**src/rtl/updown_count_pkg.sv**
```systemverilog
// Shared definitions for the UpDownCount counter and its monitor:
// state encoding, count-pair type and the next-pair prediction rule.
package updown_count_pkg;

   localparam int CNT_W = 4;
   localparam logic [CNT_W-1:0] COUNT_MAX = '1;

   // Pairs are carried at a fixed maximum width; callers mask to their own WIDTH.
   localparam int PAIR_MAXW = 32;

   typedef enum logic {ACQ, TRACK} mon_state_t;

   typedef struct packed {
      logic [PAIR_MAXW-1:0] up;
      logic [PAIR_MAXW-1:0] dn;
   } count_pair_t;

   // Expected pair one edge after (p, e, s) was sampled. Swap beats enable.
   function automatic count_pair_t predict_next(input count_pair_t p,
                                                input logic e,
                                                input logic s,
                                                input logic [PAIR_MAXW-1:0] mask);
      count_pair_t n;
      n = p;
      if (s) begin
         n.up = p.dn;
         n.dn = p.up;
      end else if (e) begin
         n.up = (p.up + 32'd1) & mask;
         n.dn = (p.dn - 32'd1) & mask;
      end
      return n;
   endfunction

endpackage

```
**src/rtl/updown_count_monitor_sat_counter.sv**
```systemverilog
// Saturating event counter with synchronous clear; clear beats increment.
module sat_counter #(
   parameter int W = 8
) (
   input  logic         clk,
   input  logic         rst,
   input  logic         inc,
   input  logic         clr,
   output logic [W-1:0] q
);

   // Count up to all-ones and hold there until cleared.
   always_ff @(posedge clk or posedge rst) begin
      if (rst)                 q <= '0;
      else if (clr)            q <= '0;
      else if (inc && q != '1) q <= q + 1'b1;
   end

endmodule

```
**src/rtl/updown_count_monitor.sv**
```systemverilog
// Passive checker for UpDownCount: predicts each next count pair from the
// previous edge's sample and flags deviations, wraps and error history.
module updown_count_monitor
   import updown_count_pkg::*;
#(
   parameter int WIDTH = 4,
   parameter int ERRW  = 8
) (
   input  logic             Clock,
   input  logic             Reset,
   input  logic             Enable,
   input  logic             Swap,
   input  logic [WIDTH-1:0] UpCountS,
   input  logic [WIDTH-1:0] DownCountS,
   input  logic             ClearErr,
   output logic             Locked,
   output logic             Mismatch,
   output logic             Sticky,
   output logic [ERRW-1:0]  ErrorCount,
   output logic             WrapUp,
   output logic             WrapDown
);

   localparam logic [PAIR_MAXW-1:0] MASK = PAIR_MAXW'({WIDTH{1'b1}});

   mon_state_t       state, state_nxt;
   logic [WIDTH-1:0] up_q, dn_q;
   logic             en_q, sw_q;
   count_pair_t      prev_p, pred_p;
   logic             mis_c, step_c, wup_c, wdn_c;

   // Next state and comparison of the live pair against the prediction.
   always_comb begin
      state_nxt = TRACK;
      mis_c     = 1'b0;
      step_c    = 1'b0;
      wup_c     = 1'b0;
      wdn_c     = 1'b0;
      prev_p.up = PAIR_MAXW'(up_q);
      prev_p.dn = PAIR_MAXW'(dn_q);
      pred_p    = predict_next(prev_p, en_q, sw_q, MASK);
      case (state)
         ACQ:   state_nxt = TRACK;
         TRACK: begin
            mis_c  = (pred_p.up != PAIR_MAXW'(UpCountS)) ||
                     (pred_p.dn != PAIR_MAXW'(DownCountS));
            step_c = en_q & ~sw_q;
            wup_c  = ~mis_c & step_c & (up_q == '1);
            wdn_c  = ~mis_c & step_c & (dn_q == '0);
         end
         default: state_nxt = ACQ;
      endcase
   end

   // State register; leaving ACQ after one capture edge.
   always_ff @(posedge Clock or posedge Reset) begin
      if (Reset) state <= ACQ;
      else       state <= state_nxt;
   end

   // Sample every edge; the observed pair is always the next base, which
   // resynchronises after a fault so one fault gives one error.
   always_ff @(posedge Clock or posedge Reset) begin
      if (Reset) begin
         up_q <= '0;
         dn_q <= '0;
         en_q <= 1'b0;
         sw_q <= 1'b0;
      end else begin
         up_q <= UpCountS;
         dn_q <= DownCountS;
         en_q <= Enable;
         sw_q <= Swap;
      end
   end

   // Registered single-cycle event pulses.
   always_ff @(posedge Clock or posedge Reset) begin
      if (Reset) begin
         Mismatch <= 1'b0;
         WrapUp   <= 1'b0;
         WrapDown <= 1'b0;
      end else begin
         Mismatch <= mis_c;
         WrapUp   <= wup_c;
         WrapDown <= wdn_c;
      end
   end

   // Sticky error flag; a coincident clear wins over a new mismatch.
   always_ff @(posedge Clock or posedge Reset) begin
      if (Reset)         Sticky <= 1'b0;
      else if (ClearErr) Sticky <= 1'b0;
      else if (mis_c)    Sticky <= 1'b1;
   end

   assign Locked = (state == TRACK);

   sat_counter #(.W(ERRW)) u_errcnt (
      .clk (Clock),
      .rst (Reset),
      .inc (mis_c),
      .clr (ClearErr),
      .q   (ErrorCount)
   );

endmodule

```
**config.mk**
```make
export PLATFORM = sky130hd
export DESIGN_NAME = updown_count_monitor
export DESIGN_NICKNAME = d
export VERILOG_FILES = /design/src/rtl/updown_count_pkg.sv /design/src/rtl/updown_count_monitor_sat_counter.sv /design/src/rtl/updown_count_monitor.sv
export SDC_FILE = /design/constraint.sdc
export NUM_CORES = 1
export LEC_CHECK = 0
export BUFFER_PORTS_ARGS = -buffer_cell sky130_fd_sc_hd__buf_2
export CAP_MARGIN = 20
export CORE_ASPECT_RATIO = 1.75
export CORE_MARGIN = 4
export CORE_UTILIZATION = 39
export CTS_BUF_LIST = sky130_fd_sc_hd__clkbuf_8
export CTS_CLUSTER_DIAMETER = 60
export DETAILED_ROUTE_END_ITERATION = 10
export PLACE_DENSITY = 0.57
export REMOVE_ABC_BUFFERS = 1
export SLEW_MARGIN = 30
export SYNTH_ARGS = -nofsm -noshare
export SYNTH_HDL_FRONTEND = slang
export SYNTH_SLANG_ARGS = --single-unit
```
**constraint.sdc**
```tcl
create_clock -name Clock -period 2.37 [get_ports Clock]
set_input_delay 0 -clock Clock [delete_from_list [all_inputs] [get_ports Clock]]
set_output_delay 0 -clock Clock [all_outputs]
set_load 0.05 [all_outputs]
```
; Word level (Yosys, flattened, before mapping)
; Index checks and enable logic that the tools add are counted.
; W data, S select, Z words.
[word_totals]
regBits = 23
inputBits = 13
output_inout_bits = 13
elab_cells = 37
[classes]
addsub = 3
eq_ne = 4
mux = 9
bitwise = 6
n_reduce_logical = 5
[op_table]
columns = operator, n
row1 = $mux W64, 1
row2 = $ne A32 B4 Y1, 2
row3 = $mux W36, 1
row4 = $mux W8, 2
row5 = $add A8 B1 Y8 const B, 1
row6 = $ne A8 B8 Y1 const B, 1
row7 = $mux W1, 5
row8 = $add A4 B1 Y4 const B, 1
row9 = $and A1 B1 Y1, 4
row10 = $eq A4 B4 Y1 const B, 1
row11 = $logic_not A4 Y1, 1
row12 = $reduce_bool A2 Y1, 2
row13 = $sub A4 B1 Y4 const B, 1
row14 = $not A1 Y1, 2
row15 = $logic_and A1 B1 Y1, 1
row16 = $logic_or A1 B1 Y1, 1

; Longest topological paths before layout
; Gate-level depths: netlist of run 1.
[depth]
depth_word = 9
ltp_mapped = 10
mapped_depth_nobuf = 9

; Hierarchy
; From an unflattened synthesis of run 1, not the netlist that was laid out.
[hier_totals]
hier_cells = 129
hier_area_um2 = 1345.0
[modules_own_cells]
columns = mod, n_inst, cells_per_inst, area_per_inst_um2, seq_area_each_um2
row1 = updown_count_monitor, 1, 80, 840.8, 375.4
row2 = sat_counter, 1, 49, 504.2, 200.2

; Worst setup path after synthesis of run 1
; No wires, ideal clock.
[synth_timing]
path_type = reg2reg
startpoint = reg dn_q[0]
endpoint = reg u_errcnt.q[6]
arrival_time_ns = 2.073
required_time_ns = 2.251
slack_ns = 0.178
path_stages_with_launch = 11
path_buffers = 1
synth_period_minus_slack_ns = 2.192
path_cell_list = dfrtp_1 inv_1 ha_1 and2_1 nor3_1 a2111oi_4 o211ai_2 o21ai_2 buf_6 o31a_1 o21ba_1
[synth_via]
elab_chain_cells = 8
elab_cells_between_ends = 9
[synth_rtl]
columns = item, line
row1 = "start, declared", updown_count_monitor.sv:27  ; logic [WIDTH-1:0] up_q, dn_q;
row2 = "start signal, assigned", updown_count_monitor.sv:71  ; dn_q <= DownCountS;
row3 = $sub A4 B1 Y4, updown_count_pkg.sv:30  ; n.dn = (p.dn - 32'd1) & mask;
row4 = $mux W36, updown_count_pkg.sv:28  ; end else if (e) begin
row5 = $mux W64 *, updown_count_pkg.sv:25  ; if (s) begin
row6 = $ne A32 B4 Y1, updown_count_monitor.sv:46  ; (pred_p.dn != PAIR_MAXW'(DownCountS));
row7 = $logic_or A1 B1 Y1 *, updown_count_monitor.sv:45  ; mis_c = (pred_p.up != PAIR_MAXW'(UpCountS)) ||
row8 = $mux W1 *, updown_count_monitor.sv:42  ; case (state)
row9 = $logic_and A1 B1 Y1 *, updown_count_monitor_sat_counter.sv:16  ; else if (inc && q != '1) q <= q + 1'b1;
row10 = $reduce_bool A2 Y1 (no line) *, n/a
row11 = "end signal, assigned", updown_count_monitor_sat_counter.sv:16
row12 = "end, declared", updown_count_monitor_sat_counter.sv:9  ; output logic [W-1:0] q
; Mark *: on every way between the ends. The rest lies on a longest branch, timed or not.
; A chain may end at the register's enable or synchronous reset.

; Final worst setup path of run 1
[layout_timing]
startpoint = reg dn_q[0]
endpoint = reg u_errcnt.q[4]
; Same word-level chain as after synthesis.

==> results of run 1 <==
-- worst max-delay path, stage by stage, from the launching register on --
cell and delay (ns):
dfrtp_1 0.39, inv_1 0.08, ha_1 0.28, and2_1 0.20, nor3_4 0.24, a2111oi_4 0.08
o211ai_2 0.18, o21ai_2 0.09, buf_6 0.15, or3_1 0.36, a21oi_2 0.14
-- report_power, final --
group	total [W]	switching (W)	internal [W]	leakage (nW)
clock	0.000235	0.000119	0.000116	0.0269
combinational	0.000162	0.0000929	0.0000691	0.421
sequential	0.000426	0.0000187	0.000407	0.289
-- cells in the final DEF, fill, tap and decap left out, drive strengths merged, types with 3 or more instances in the layout --
cell,n
buf,33
nor4,3
dlygate4sd3,11
nor2,6
a21oi,7
dfrtp,23
or3,7
o21ai,7
clkbuf,3
nand3,8
nand2,10
nor2b,3
inv,6
ha,4
xor2,7
-- state kept, by name, summed over array words and instances, names as in the netlist --
signal,flops
Mismatch,1
up_q,4
en_q,1
WrapUp,1
Sticky,1
dn_q,4
WrapDown,1
u_errcnt.q,8
Locked,1
sw_q,1
-- through the flow --
step	instance area, µm²	hold WS (ns)
after floorplan	1230	0.00192
after global placement	1440	0.108
after detailed placement	1440	0.109
after CTS	1600	0.0282
after global routing	1660	0.0289
final	1660	0.0139
-- cell type report --
| class | count | area [µm²] |
|---|---|---|
| flip-flops and latches | 23 | 578 |
| repair buffers | 44 | 299 |
| fillers | 303 | 1480 |
| clock buffers | 3 | 41.3 |
| inverters | 6 | 22.5 |
| clock inverters | 1 | 3.75 |
| multi-input cells | 91 | 659 |
| well taps | 43 | 53.8 |
-- worst paths after layout --
check	cells past startpoint	end	slack, ns
setup / recovery	10	u_errcnt.q[4]$_DFFE_PP0P_	0.11
hold / removal	2	u_errcnt.q[4]$_DFFE_PP0P_	0.01
setup reg to reg	10	u_errcnt.q[4]$_DFFE_PP0P_	0.11
hold reg to reg	2	Sticky$_DFFE_PP0P_	0.52
max in group asynchronous	3	up_q[0]$_DFF_PP0_	1.63
min in group asynchronous	3	up_q[2]$_DFF_PP0_	0.33
-- logic make-up after synthesis --
family / count (synthesis) / share of synthesized area
fa+ha+maj: 4 / 0.0398
mux: 2 / 0.0159
compound gates: 25 / 0.155
buf+inv: 10 / 0.0378
other cells: 1 / 0.00298
simple gates: 50 / 0.229
flops: 23 / 0.457
xor+xnor: 9 / 0.0626
-- repair_timing --
action / in CTS / in global routing
endpoints found under the hold margin: 33 / 0
gates resized for setup: 1 / 7
pin swaps: 0 / 3
setup endpoints to repair: 4 / 11
hold buffers: 11 / 0
buffers inserted: 0 / 5
-- per-layer routing --
| metal | wire, µm | vias to the layer above | global-route usage |
|---|---|---|---|
| li1 | - | 530 | - |
| met1 | 1050 | 514 | 0.150 |
| met2 | 1700 | 26 | 0.271 |
| met3 | 129 | 7 | 0.0180 |
| met4 | 67 | 0 | 0.0662 |
| met5 | 0 | - | 0 |
==> flow_summary.toml, run 1 <==
[sta]
finalWorstSetupSlack_ns = 0.115
hold_violations = 0
grt_setup_unrepaired = "true"
max_slew_margin = 0.465
skew_ns = 0.00212
finalMaxSlewViolations = 0
setup_viol_count_final = 0
fin_crit_sh = 0.952
min_period_ns = 2.26
max_freq_mhz = 443
worst_pin_slew_ns = 0.797
setup_tns_ns = 0

[synth]
synthArstFlopShare = 1.00
syn_avg_cell_area_um2 = 10.2
synth_common_cells = "dfrtp_1 (23), nand2_1 (10), nand3_1 (8)"
synth_warnings = 0
netlist-cell-type-count = 40
netlist.area_leader.share = 0.457
synth_edf_count = 0
postSynthCellCount = 124
yosys.area.top_type = "dfrtp_1"
synth-seq-cells = 23
synthTopCellsByArea = "dfrtp_1 (46%), xor2_1 (4.9%), ha_1 (4.0%), nand3_1 (3.2%), nand2_1 (3.0%)"
synth_flop_cell = "dfrtp_1"
ys_seq_area_frac = 0.457
synth_area_um2 = 1260
synth.most_common_cell = "dfrtp_1"

[cts]
clk_latency_ns = 0.26
clock-sinks = 23
clockBufferDepth = 2
cts_tree = "yes"
cts-root-buf = "clkbuf_8"
numCtsBuffers = 3
htreeDepth = 1
clkSlewWorstSetupHoldPaths_ns = 0.08

[drt]
wl_um = 2940
drt_iter0_drc = 17
drc = 0
num_vias = 1077
viasPerCell = 5.10
drtAntennaViolNets = 0
dr.pass1.iters = 4
post_drt_wl_per_cell_um = 14.0

[global_routing]
grt_max_degree = 24
grt_use_total = 0.144
grt_pass1_wl_um = 4810
grt_pass1_vias = 1108
antenna_found_initial = 0
gr-total-overflow = 0

[placement]
place_hpwl_um = 2150
globalplace.congestion = 0.845
pre_cts_ws_ns = -0.0306
port_buffers = 25
post-place-cells = 191

[hold_path]
worstHoldPathType = "primary input to register"
hold_start = "ClearErr"

[critical_path]
crit_start = "dn_q[0]$_DFF_PP0_"
critical_path.endpoint_type = "register"
required_ns = 2.56
r2r-start = "dn_q[0]$_DFF_PP0_"
critPathLaunchType = "register"
critPathKind = "register to register"
worst-path-max-fanout = 14
arrival_ns = 2.45

[floorplanning]
dieWidth_um = 50.9
fp.dieH_um = 83.2
dieArea_um2 = 4240
ios = 26
core_um2 = 3140
rows = 27
initial_core_util = 0.401

[finish]
area_growth_syn_to_layout_pct = 31.7
fin_cells = 211
nNetsFinal = 186
final_util = 0.528
drive_above_1_share = 0.286
antenna_cells = 0

[pwr]
ir_worst_vdd_mv = 0.431
p_per_area_nw_per_um2 = 497
p_leak_nw = 0.737
total_power_w = 0.000823

[run_status]
outcome = "completed"

[flow_run]
maxCapViolations = 0
Power figures use the tool's default switching activity.
==> run 2: changes to the inputs <==
Settings changed: CAP_MARGIN 20 to 40, GPL_TIMING_DRIVEN set to 0, RECOVER_POWER set to 25.
==> flow_summary.toml, run 2 (synthesis results as in run 1) <==
[run_status]
outcome = "completed"

[finish]
regMostFlops = "u_errcnt.q"
nNetsFinal = 187
antenna_cells = 0
fill_cells = 292
final_util = 0.544
fin_cells = 212
area_growth_syn_to_layout_pct = 35.8
largest_reg_flops = 8
seq_area_um2 = 582
layout_common_cells = "dfrtp_1 (18), buf_2 (17), dlygate4sd3_1 (11)"
final_common_cell = "dfrtp_1"
drive_above_1_share = 0.272
multiInputGateArea_um2 = 693
top_regs = "u_errcnt.q: 8 flops, dn_q: 4 flops, up_q: 4 flops"

[sta]
fin_crit_sh = 0.972
skew_ns = 0.00387
hold_violations = 0
max_freq_mhz = 434
setup_tns_ns = 0
finalMaxSlewViolations = 0
min_period_ns = 2.30
setup_viol_count_final = 0
holdWs_ns = 0.0173

[pwr]
p_seq_frac = 0.518
combPwrFrac = 0.201
internal_power_w = 0.000597
ir_worst_vdd_mv = 0.506
p_sw_w = 0.000235
p_per_area_nw_per_um2 = 487
clkPwrFrac = 0.281
swShare = 0.282
p_leak_nw = 0.730

[drt]
wl_um = 2840
drt_iter0_drc = 9
viasPerCell = 5.17
dr.pass1.iters = 4
post_drt_wl_per_cell_um = 13.4
num_vias = 1095
drc = 0
drtAntennaViolNets = 0

[global_routing]
grt_pass1_wl_um = 4770
grt_pass1_vias = 1082
grt_max_degree = 19
antenna_found_initial = 0
gr-total-overflow = 0
grt_use_total = 0.140

[critical_path]
critPathLaunchType = "register"
critical_path.endpoint_type = "register"
required_ns = 2.53
worst-path-max-fanout = 5
critPathKind = "register to register"
arrival_ns = 2.46

[cts]
cts-root-buf = "clkbuf_8"
htreeDepth = 1
numCtsBuffers = 3
clkSlewWorstSetupHoldPaths_ns = 0.08
clockBufferDepth = 2
cts_tree = "yes"
clk_latency_ns = 0.26
clock-sinks = 23

[floorplanning]
dieWidth_um = 50.9
initial_core_util = 0.401
fp.dieH_um = 83.2
core_um2 = 3140
ios = 26
rows = 27
dieArea_um2 = 4240

[flow_run]
maxCapViolations = 0

[placement]
post-place-cells = 189
globalplace.congestion = 0.750
place_hpwl_um = 2060
port_buffers = 25

[hold_path]
worstHoldPathType = "primary input to register"
## run 2: cell types whose count changed in the layout (fill, tap and decap cells not counted), sizes merged
cell | before | now
buf | 33 | 26
clkbuf | 3 | 11
clkinv | 1 | 0
inv | 6 | 7
## run 2: critical path, cell delays in order (launching register included)
cell,delay (ns)
dfrtp_1,0.41
inv_1,0.08
ha_1,0.27
and2_1,0.20
o21a_1,0.21
a2111oi_4,0.30
o211ai_2,0.16
or2_4,0.30
nor4_2,0.27
## run 2: power groups by stage
| stage | sequential [W] | combinational, W | clock [W] |
|---|---|---|---|
| after floorplan | 0.000455 | 0.0000677 | 0 |
| after global routing | 0.000434 | 0.000181 | 0.000266 |
| after detailed placement | 0.000439 | 0.000132 | 0 |
| final | 0.000431 | 0.000167 | 0.000234 |
| after global placement | 0.000438 | 0.000124 | 0 |
| after CTS | 0.000431 | 0.000149 | 0.000244 |
## run 2: routing by layer
layer / global-route usage / vias up / wire, µm / part of all wire
met1: 0.161 / 532 / 1080 / 0.38
li1: - / 532 / - / -
met5: 0 / - / 0 / 0
met3: 0.0197 / 2 / 139 / 0.049
met4: 0.0515 / 0 / 22 / 0.0077
met2: 0.251 / 29 / 1600 / 0.56
## run 2: worst paths after layout
path,cells past startpoint,start,slack (ns),end
max in group asynchronous,4,Reset,1.71,up_q[0]$_DFF_PP0_
hold / removal,2,ClearErr,0.02,u_errcnt.q[1]$_DFFE_PP0P_
hold reg to reg,2,Sticky$_DFFE_PP0P_,0.51,Sticky$_DFFE_PP0P_
setup reg to reg,8,dn_q[1]$_DFF_PP0_,0.07,WrapDown$_DFF_PP0_
setup / recovery,8,dn_q[1]$_DFF_PP0_,0.07,WrapDown$_DFF_PP0_
min in group asynchronous,3,Reset,0.25,dn_q[2]$_DFF_PP0_
## run 2: cell type report
type                            count  share of cell area
Timing Repair Buffer               45               0.183
Tap cell                           43              0.0315
Multi-Input combinational cell     91               0.406
Inverter                            6              0.0132
Clock buffer                        3              0.0242
Clock inverter                      1             0.00220
Sequential cell                    23               0.340
## run 2: stage by stage
step                      worst slack (ns)  total power (W)  area (µm²)
after global placement             -0.0545         0.000561        1410
after detailed placement            -0.139         0.000571        1440
after global routing               -0.0312         0.000881        1710
after floorplan                      0.157         0.000523        1230
after CTS                          0.00704         0.000824        1620
final                               0.0657         0.000832        1710
## run 2: what timing repair did
action | in CTS | in global routing
hold buffers | 11 | 0
setup buffers | 0 | 8
hold endpoints to repair | 22 | 0
gates resized for setup | 4 | 10
endpoints found under the setup margin | 9 | 12
pin swaps | 1 | 4
